**src/rtl/fifo_serial_drain.sv**
```systemverilog
// Drains a registered-read byte FIFO one word at a time onto an async serial line
// (start bit, data LSB-first, STOP_BITS stop bits).
module fifo_serial_drain #(
    parameter int CLKS_PER_BIT = 16,
    parameter int DATA_W       = 8,
    parameter int STOP_BITS    = 1
) (
    input  logic              i_clk,
    input  logic              i_reset,
    input  logic              i_tx_en,
    input  logic              i_fifo_empty,
    output logic              o_fifo_rd_en,
    input  logic [DATA_W-1:0] i_fifo_rd_data,
    output logic              o_tx,
    output logic              o_busy,
    output logic              o_byte_done,
    output logic [15:0]       o_sent_count
);

    localparam int BAUD_W = $clog2(CLKS_PER_BIT);
    localparam int BIT_W  = $clog2(DATA_W + 1);
    localparam logic [BAUD_W-1:0] BAUD_LAST = BAUD_W'(CLKS_PER_BIT - 1);
    localparam logic [BIT_W-1:0]  DATA_LAST = BIT_W'(DATA_W - 1);
    localparam logic [BIT_W-1:0]  STOP_LAST = BIT_W'(STOP_BITS - 1);

    typedef enum logic [2:0] {
        S_IDLE, S_POP, S_LOAD, S_START, S_DATA, S_STOP
    } state_t;

    state_t             r_state;
    state_t             w_next;
    logic [BAUD_W-1:0]  r_baud;
    logic [BIT_W-1:0]   r_bit;
    logic [DATA_W-1:0]  r_shift;
    logic [15:0]        r_sent_count;
    logic               w_baud_tc;
    logic               w_frame_end;

    assign w_baud_tc   = (r_baud == BAUD_LAST);
    assign w_frame_end = (r_state == S_STOP) && w_baud_tc && (r_bit == STOP_LAST);

    always_ff @(posedge i_clk or negedge i_reset) begin
        if (!i_reset) r_state <= S_IDLE;
        else          r_state <= w_next;
    end

    always_comb begin
        w_next = r_state;
        case (r_state)
            S_IDLE:  if (i_tx_en && !i_fifo_empty) w_next = S_POP;
            S_POP:   w_next = S_LOAD;
            S_LOAD:  w_next = S_START;
            S_START: if (w_baud_tc) w_next = S_DATA;
            S_DATA:  if (w_baud_tc && (r_bit == DATA_LAST)) w_next = S_STOP;
            S_STOP:  if (w_frame_end) w_next = S_IDLE;
            default: w_next = S_IDLE;
        endcase
    end

    // r_bit counts data bits in DATA and stop bits in STOP; both counters restart on any state change.
    always_ff @(posedge i_clk or negedge i_reset) begin
        if (!i_reset) begin
            r_baud       <= '0;
            r_bit        <= '0;
            r_shift      <= '0;
            r_sent_count <= '0;
        end else begin
            if (w_next != r_state) begin
                r_baud <= '0;
                r_bit  <= '0;
            end else if (r_state == S_START || r_state == S_DATA || r_state == S_STOP) begin
                if (w_baud_tc) begin
                    r_baud <= '0;
                    r_bit  <= r_bit + 1'b1;
                end else begin
                    r_baud <= r_baud + 1'b1;
                end
            end
            if (r_state == S_LOAD)
                r_shift <= i_fifo_rd_data;
            else if (r_state == S_DATA && w_baud_tc)
                r_shift <= r_shift >> 1;
            if (w_frame_end)
                r_sent_count <= r_sent_count + 16'd1;
        end
    end

    always_comb begin
        o_tx = 1'b1;
        case (r_state)
            S_START: o_tx = 1'b0;
            S_DATA:  o_tx = r_shift[0];
            default: o_tx = 1'b1;
        endcase
    end

    assign o_fifo_rd_en = (r_state == S_POP);
    assign o_busy       = (r_state != S_IDLE);
    assign o_byte_done  = w_frame_end;
    assign o_sent_count = r_sent_count;

endmodule

```
**config.mk**
```make
export PLATFORM = sky130hd
export DESIGN_NAME = fifo_serial_drain
export DESIGN_NICKNAME = d
export VERILOG_FILES = /design/src/rtl/fifo_serial_drain.sv
export SDC_FILE = /design/constraint.sdc
export NUM_CORES = 1
export LEC_CHECK = 0
export CAP_MARGIN = 20
export CORE_MARGIN = 2
export CORE_UTILIZATION = 52
export CTS_CLUSTER_DIAMETER = 50
export DETAILED_ROUTE_END_ITERATION = 10
export MAX_ROUTING_LAYER = met4
export PLACE_DENSITY = 0.79
export SYNTH_ARGS = -nofsm -noshare
export SYNTH_HDL_FRONTEND = slang
export SYNTH_SLANG_ARGS = --single-unit
```
**constraint.sdc**
```tcl
create_clock -name i_clk -period 2.3 [get_ports i_clk]
set_input_delay 0.345 -clock i_clk [delete_from_list [all_inputs] [get_ports i_clk]]
set_output_delay 0.345 -clock i_clk [all_outputs]
set_load 0.005 [all_outputs]
```
=== Yosys cells after proc, flatten, opt, wreduce, memory -nomap -nowiden ===
Cells that the tools add are included.

* Multiply operators: 0
* Equal/unequal tests: 8
* Div/mod/pow operators: 0
* Add/subtract/negate cells: 3
* Mux-type cells: 14
* Bitwise logic cells: 0
* Reduce and logical (&&, ||, !) cells: 15
* $lt $le $gt $ge: 0
* Shifts and indexed selects: 0

{| class="wikitable"
|+ Operator list
! operator !! number
|-
| two-way mux 4 bit || 6
|-
| one-hot mux 3 bit (6 select lines) || 1
|-
| adder 16 x 1 -> 16 bit, second input constant || 1
|-
| two-way mux 8 bit || 2
|-
| two-way mux 3 bit || 4
|-
| adder 4 x 1 -> 4 bit, second input constant || 2
|-
| == test 3 x 2 -> 1 bit, second input constant || 2
|-
| == test 3 bit, second input constant || 2
|-
| nonzero test 2 bit || 3
|-
| logical AND 1 bit || 5
|-
| == test 4 x 3 -> 1 bit, second input constant || 1
|-
| == test 4 bit, second input constant || 1
|-
| zero test 4 bit || 1
|-
| == test 3 x 1 -> 1 bit, second input constant || 1
|-
| zero test 3 bit || 1
|-
| inequality test 3 bit || 1
|-
| nonzero test 3 bit || 1
|-
| logical OR 1 bit || 2
|-
| one-hot mux 1 bit (2 select lines) || 1
|-
| AND reduction 2 bit || 1
|-
| zero test 1 bit || 1
|}

* Input port bits: 12
* Latch bits: 0
* Bits in read-only memories: 0
* Output and inout port bits: 20
* Word-level logic and storage cells: 45
* Register bits after elaboration: 35
* Memories kept: 0
* Bits in writable memories: 0

=== Logic depth before layout (Yosys ltp) ===
* Depth after elaboration: 8
* Depth in mapped cells: 7
* Depth with buffers taken out: 7

=== Worst setup path after synthesis ===
Ideal clock, no wire load.

* Path kind: flip-flop to flip-flop
* From: reg r_baud[0]
* To: reg r_baud[3]
* Path buffers: 1
* Stages on the path, launching flop included: 7
* Path slack: 509 ps
* Arrival time: 1697 ps
* Path through: dfrtp_1 ha_1 nand3_1 or4_1 or4b_1 buf_4 a221oi_2

* Cells in the longest elaborated chain, start to end: 7

{| class="wikitable"
|+ RTL lines
! item !! line !! source
|-
| from (decl) || 32 || <nowiki>logic [BAUD_W-1:0] r_baud;</nowiki>
|-
| from (signal assigned) || 76 || <nowiki>r_baud <= r_baud + 1'b1;</nowiki>
|-
| == test 4 bit || 39 || <nowiki>assign w_baud_tc = (r_baud == BAUD_LAST);</nowiki>
|-
| logical AND 1 bit (2 in a row) || 40 || <nowiki>assign w_frame_end = (r_state == S_STOP) && w_baud_tc && (r_bit == STOP_LAST);</nowiki>
|-
| two-way mux 3 bit || 55 || <nowiki>S_STOP: if (w_frame_end) w_next = S_IDLE;</nowiki>
|-
| one-hot mux 3 bit (6 select lines) || 49 || <nowiki>case (r_state)</nowiki>
|-
| inequality test 3 bit || 68 || <nowiki>if (w_next != r_state) begin</nowiki>
|-
| two-way mux 4 bit or nonzero test 2 bit (tied branches) || -- ||
|}

Several ways; a longest one is shown, not always the timed one. The select of a mux whose other input is x is not followed.
A chain may end at the register's enable or synchronous reset.

=== Final worst setup path ===
* From: reg r_state[0]
* To: out o_tx

* Cells in the longest elaborated chain, start to end: 2

{| class="wikitable"
|+ RTL lines
! item !! line !! source
|-
| from (decl) || 30 || <nowiki>state_t r_state;</nowiki>
|-
| from (signal assigned) || 44 || <nowiki>else r_state <= w_next;</nowiki>
|-
| == test 3 bit or == test 3 x 2 -> 1 bit (tied branches) || 90 || <nowiki>case (r_state)</nowiki>
|-
| one-hot mux 1 bit (2 select lines) (*) || 90 ||
|-
| to (decl) || 14 || <nowiki>output logic o_tx,</nowiki>
|}

Every way passes the cells marked *; elsewhere a longest branch is shown, timed or not.

==> qor.yml <==
synthFlopType: "dfrtp_1"
synth_top_family_by_area: "simple AND/OR/NAND/NOR gates"
final_cell_mix: "34 x dfrtp_1, 30 x clkdlybuf4s50_1, 19 x nand2_1"
syn_avg_cell_area_um2: 10.3
synth-simple-area-share_pct: 19.8
rsz0062_at_grt: "no"
cts.path.max_buffers: 2
min_period_ns: 2.17
crit_type: "reg -> out"
drive_gt1_share_pct: 10.8
routed-via-count: 1430
ant_nets: 0
clkPwrFrac_pct: 32.4
clkLatencyLatePin_ns: 0.34
die_h_um: 62.5
grt_pass1_vias: 1464
overflow: 0
drv_cap: 0
gp_congestion: 0.789
final_common_cell: "dfrtp_1"
cts_tree: "built"
synth-edff-count: 0
synth_cell_types: 39
fmax_ghz: 0.460
ctsHtreeMaxLevel: 2
cts_sinks: 35
seqPwrFrac_pct: 63.7
critPathRequiredTime_ns: 1.96
wl_per_cell_um: 14.6
hold_viol: 0
synthXorXnorAreaFrac_pct: 9.37
route.detailed.drc: 0
internal-power_uw: 763
crit_fanout: 13
outcome: "finished clean"
grt_pass1_wl_mm: 6.61
core_um2: 3310
grt_max_degree: 36
via_per_inst: 5.52
hold_path_class: "in -> async"
drv_slew: 0
p_sw_uw: 219
finish.utilization_pct: 67.7
yosysSeqAreaShare_pct: 49.3
ys_async_sr_fraction_pct: 100
n_antenna_cell: 0
finalSetupTns_ns: 0
initial_core_util_pct: 53.7
clock_skew_ns: 0.0107
dpl.hpwl_mm: 2.65
nets: 228
power.leakage_uw: 0.000971
critPathArrivalTime_ns: 1.83
hold_buffers: 0
die_w_um: 62.5
period_share_pct: 94.4
ctsRootBufferMaster: "clkbuf_4"
cts_made_buffers: 5
grt_use_total_pct: 22.0
slew_headroom_pct: 57.6
netlist_area_um2: 1780
path_clk_slew_ns: 0.10
ir_drop_mv: 0.298
portBuffers: 31
routed_wl_mm: 3.78
rows: 21
drt-initial-drc-count: 70
combPwrFrac_pct: 4.0
synth_compound_area_share_pct: 9.93
grt_antenna_before_repair: 0
synthMuxAreaShare_pct: 5.63
yosys.area_share.adder_pct: 2.82
setup_viol: 0
synth_seq_cells: 35
ys_warn_count: 0
synthCells: 172
drtPass1Iterations: 4
die-area_um2: 3900
sw_frac_of_total_pct: 22.3
tightest_slew_ns: 0.631
worstSetupStartpointType: "register"
pwr_density_cell_nw_per_um2: 438
area_growth_pct: 26.2
endpoint_kind: "output pin"
syn_nets: 188
ios: 32
==> state kept, by name, summed over array words and instances, names as in the netlist <==
| signal | flops |
|---|---|
| r_state | 3 |
| r_bit | 4 |
| o_sent_count | 16 |
| r_baud | 4 |
| r_shift | 8 |
==> logic make-up after synthesis <==
logic type | after synthesis
multiplexers | 10
AND/OR/NAND/NOR | 63
flip-flops | 35
AO/OA/AOI/OAI | 29
XOR/XNOR | 19
buffers and inverters | 12
adder cells (fa/ha/maj) | 4
==> worst max-delay path: stages, from the launching register on <==
cell             delay [ns]
dfrtp_2                0.50
nand3b_1               0.29
o31a_1                 0.20
clkdlybuf4s50_1        0.50
==> timing repair <==
item	in CTS	in global routing
setup buffers	3	0
endpoints found under the setup margin	1	2
cloned	0	0
pin swaps	0	1
resized for setup	4	4
==> metal layers <==
metal  global-route usage [%]  routed length (µm)
met2                     37.4                1960
met1                     25.3                1590
met3                     5.23                 176
met5                        -                   0
met4                     8.61                  55
==> metrics by stage <==
| stage | cells | setup WS [ns] | hold slack (ns) | instance area, µm² | power (µW) |
|---|---|---|---|---|---|
| 4_1_cts | 259 | 0.00642 | 0.407 | 2230 | 992 |
| 5_1_grt | 259 | 0.0451 | 0.432 | 2240 | 1030 |
| 2_1_floorplan | 172 | 0.509 | 0.0494 | 1780 | 642 |
| 6_report | 259 | 0.128 | 0.392 | 2240 | 981 |
| 3_3_place_gp | 248 | 0.335 | 0.466 | 2150 | 676 |
| 3_5_place_dp | 248 | 0.254 | 0.471 | 2150 | 678 |
==> power by group through the flow <==
stage | clock, µW | combinational (µW) | sequential [µW]
2_1_floorplan | 0 | 5.91 | 636
3_3_place_gp | 0 | 39.6 | 636
3_5_place_dp | 0 | 40.8 | 637
4_1_cts | 326 | 40.9 | 625
5_1_grt | 362 | 44.4 | 626
6_report | 318 | 39.2 | 625
==> final cells by class <==
type                       instances  area (µm²)
clock buffer                       7        45.0
timing repair buffer              39         373
fill                             290        1070
clock inverter                     1        5.00
sequential                        35         877
multi-input combinational        125         861
inverter                           6        23.8
tap                               46        57.6
==> final timing paths <==
kind	start	slack, ns	end	cells after the start
min	i_reset	0.39	r_shift[0]	2
min reg2reg	o_sent_count[15]	0.48	o_sent_count[15]	1
max reg2reg	r_bit[0]	0.38	r_baud[3]	6
max	r_state[0]	0.13	o_tx	3
min in group i_clk	o_sent_count[15]	0.48	o_sent_count[15]	1
max in group asynchronous	i_reset	1.57	r_state[0]	2
==> synth_stat cells, types with 3 or more instances <==
cell / count / share of area, %
dfrtp_1: 35 / 49
nand2_1: 19 / 4.0
xnor2_1: 13 / 6.4
a21oi_1: 10 / 2.8
mux2i_1: 10 / 5.6
nand3_1: 8 / 2.3
o21ai_0: 7 / 2.0
xor2_1: 6 / 3.0
and3_1: 5 / 1.8
inv_1: 5 / 1.1
nand4_1: 5 / 1.8
nor2_1: 5 / 1.1
ha_1: 4 / 2.8
buf_2: 3 / 0.84
nand2b_1: 3 / 1.1
nor3_1: 3 / 0.84
No activity file was read; power rests on OpenSTA's default activity.
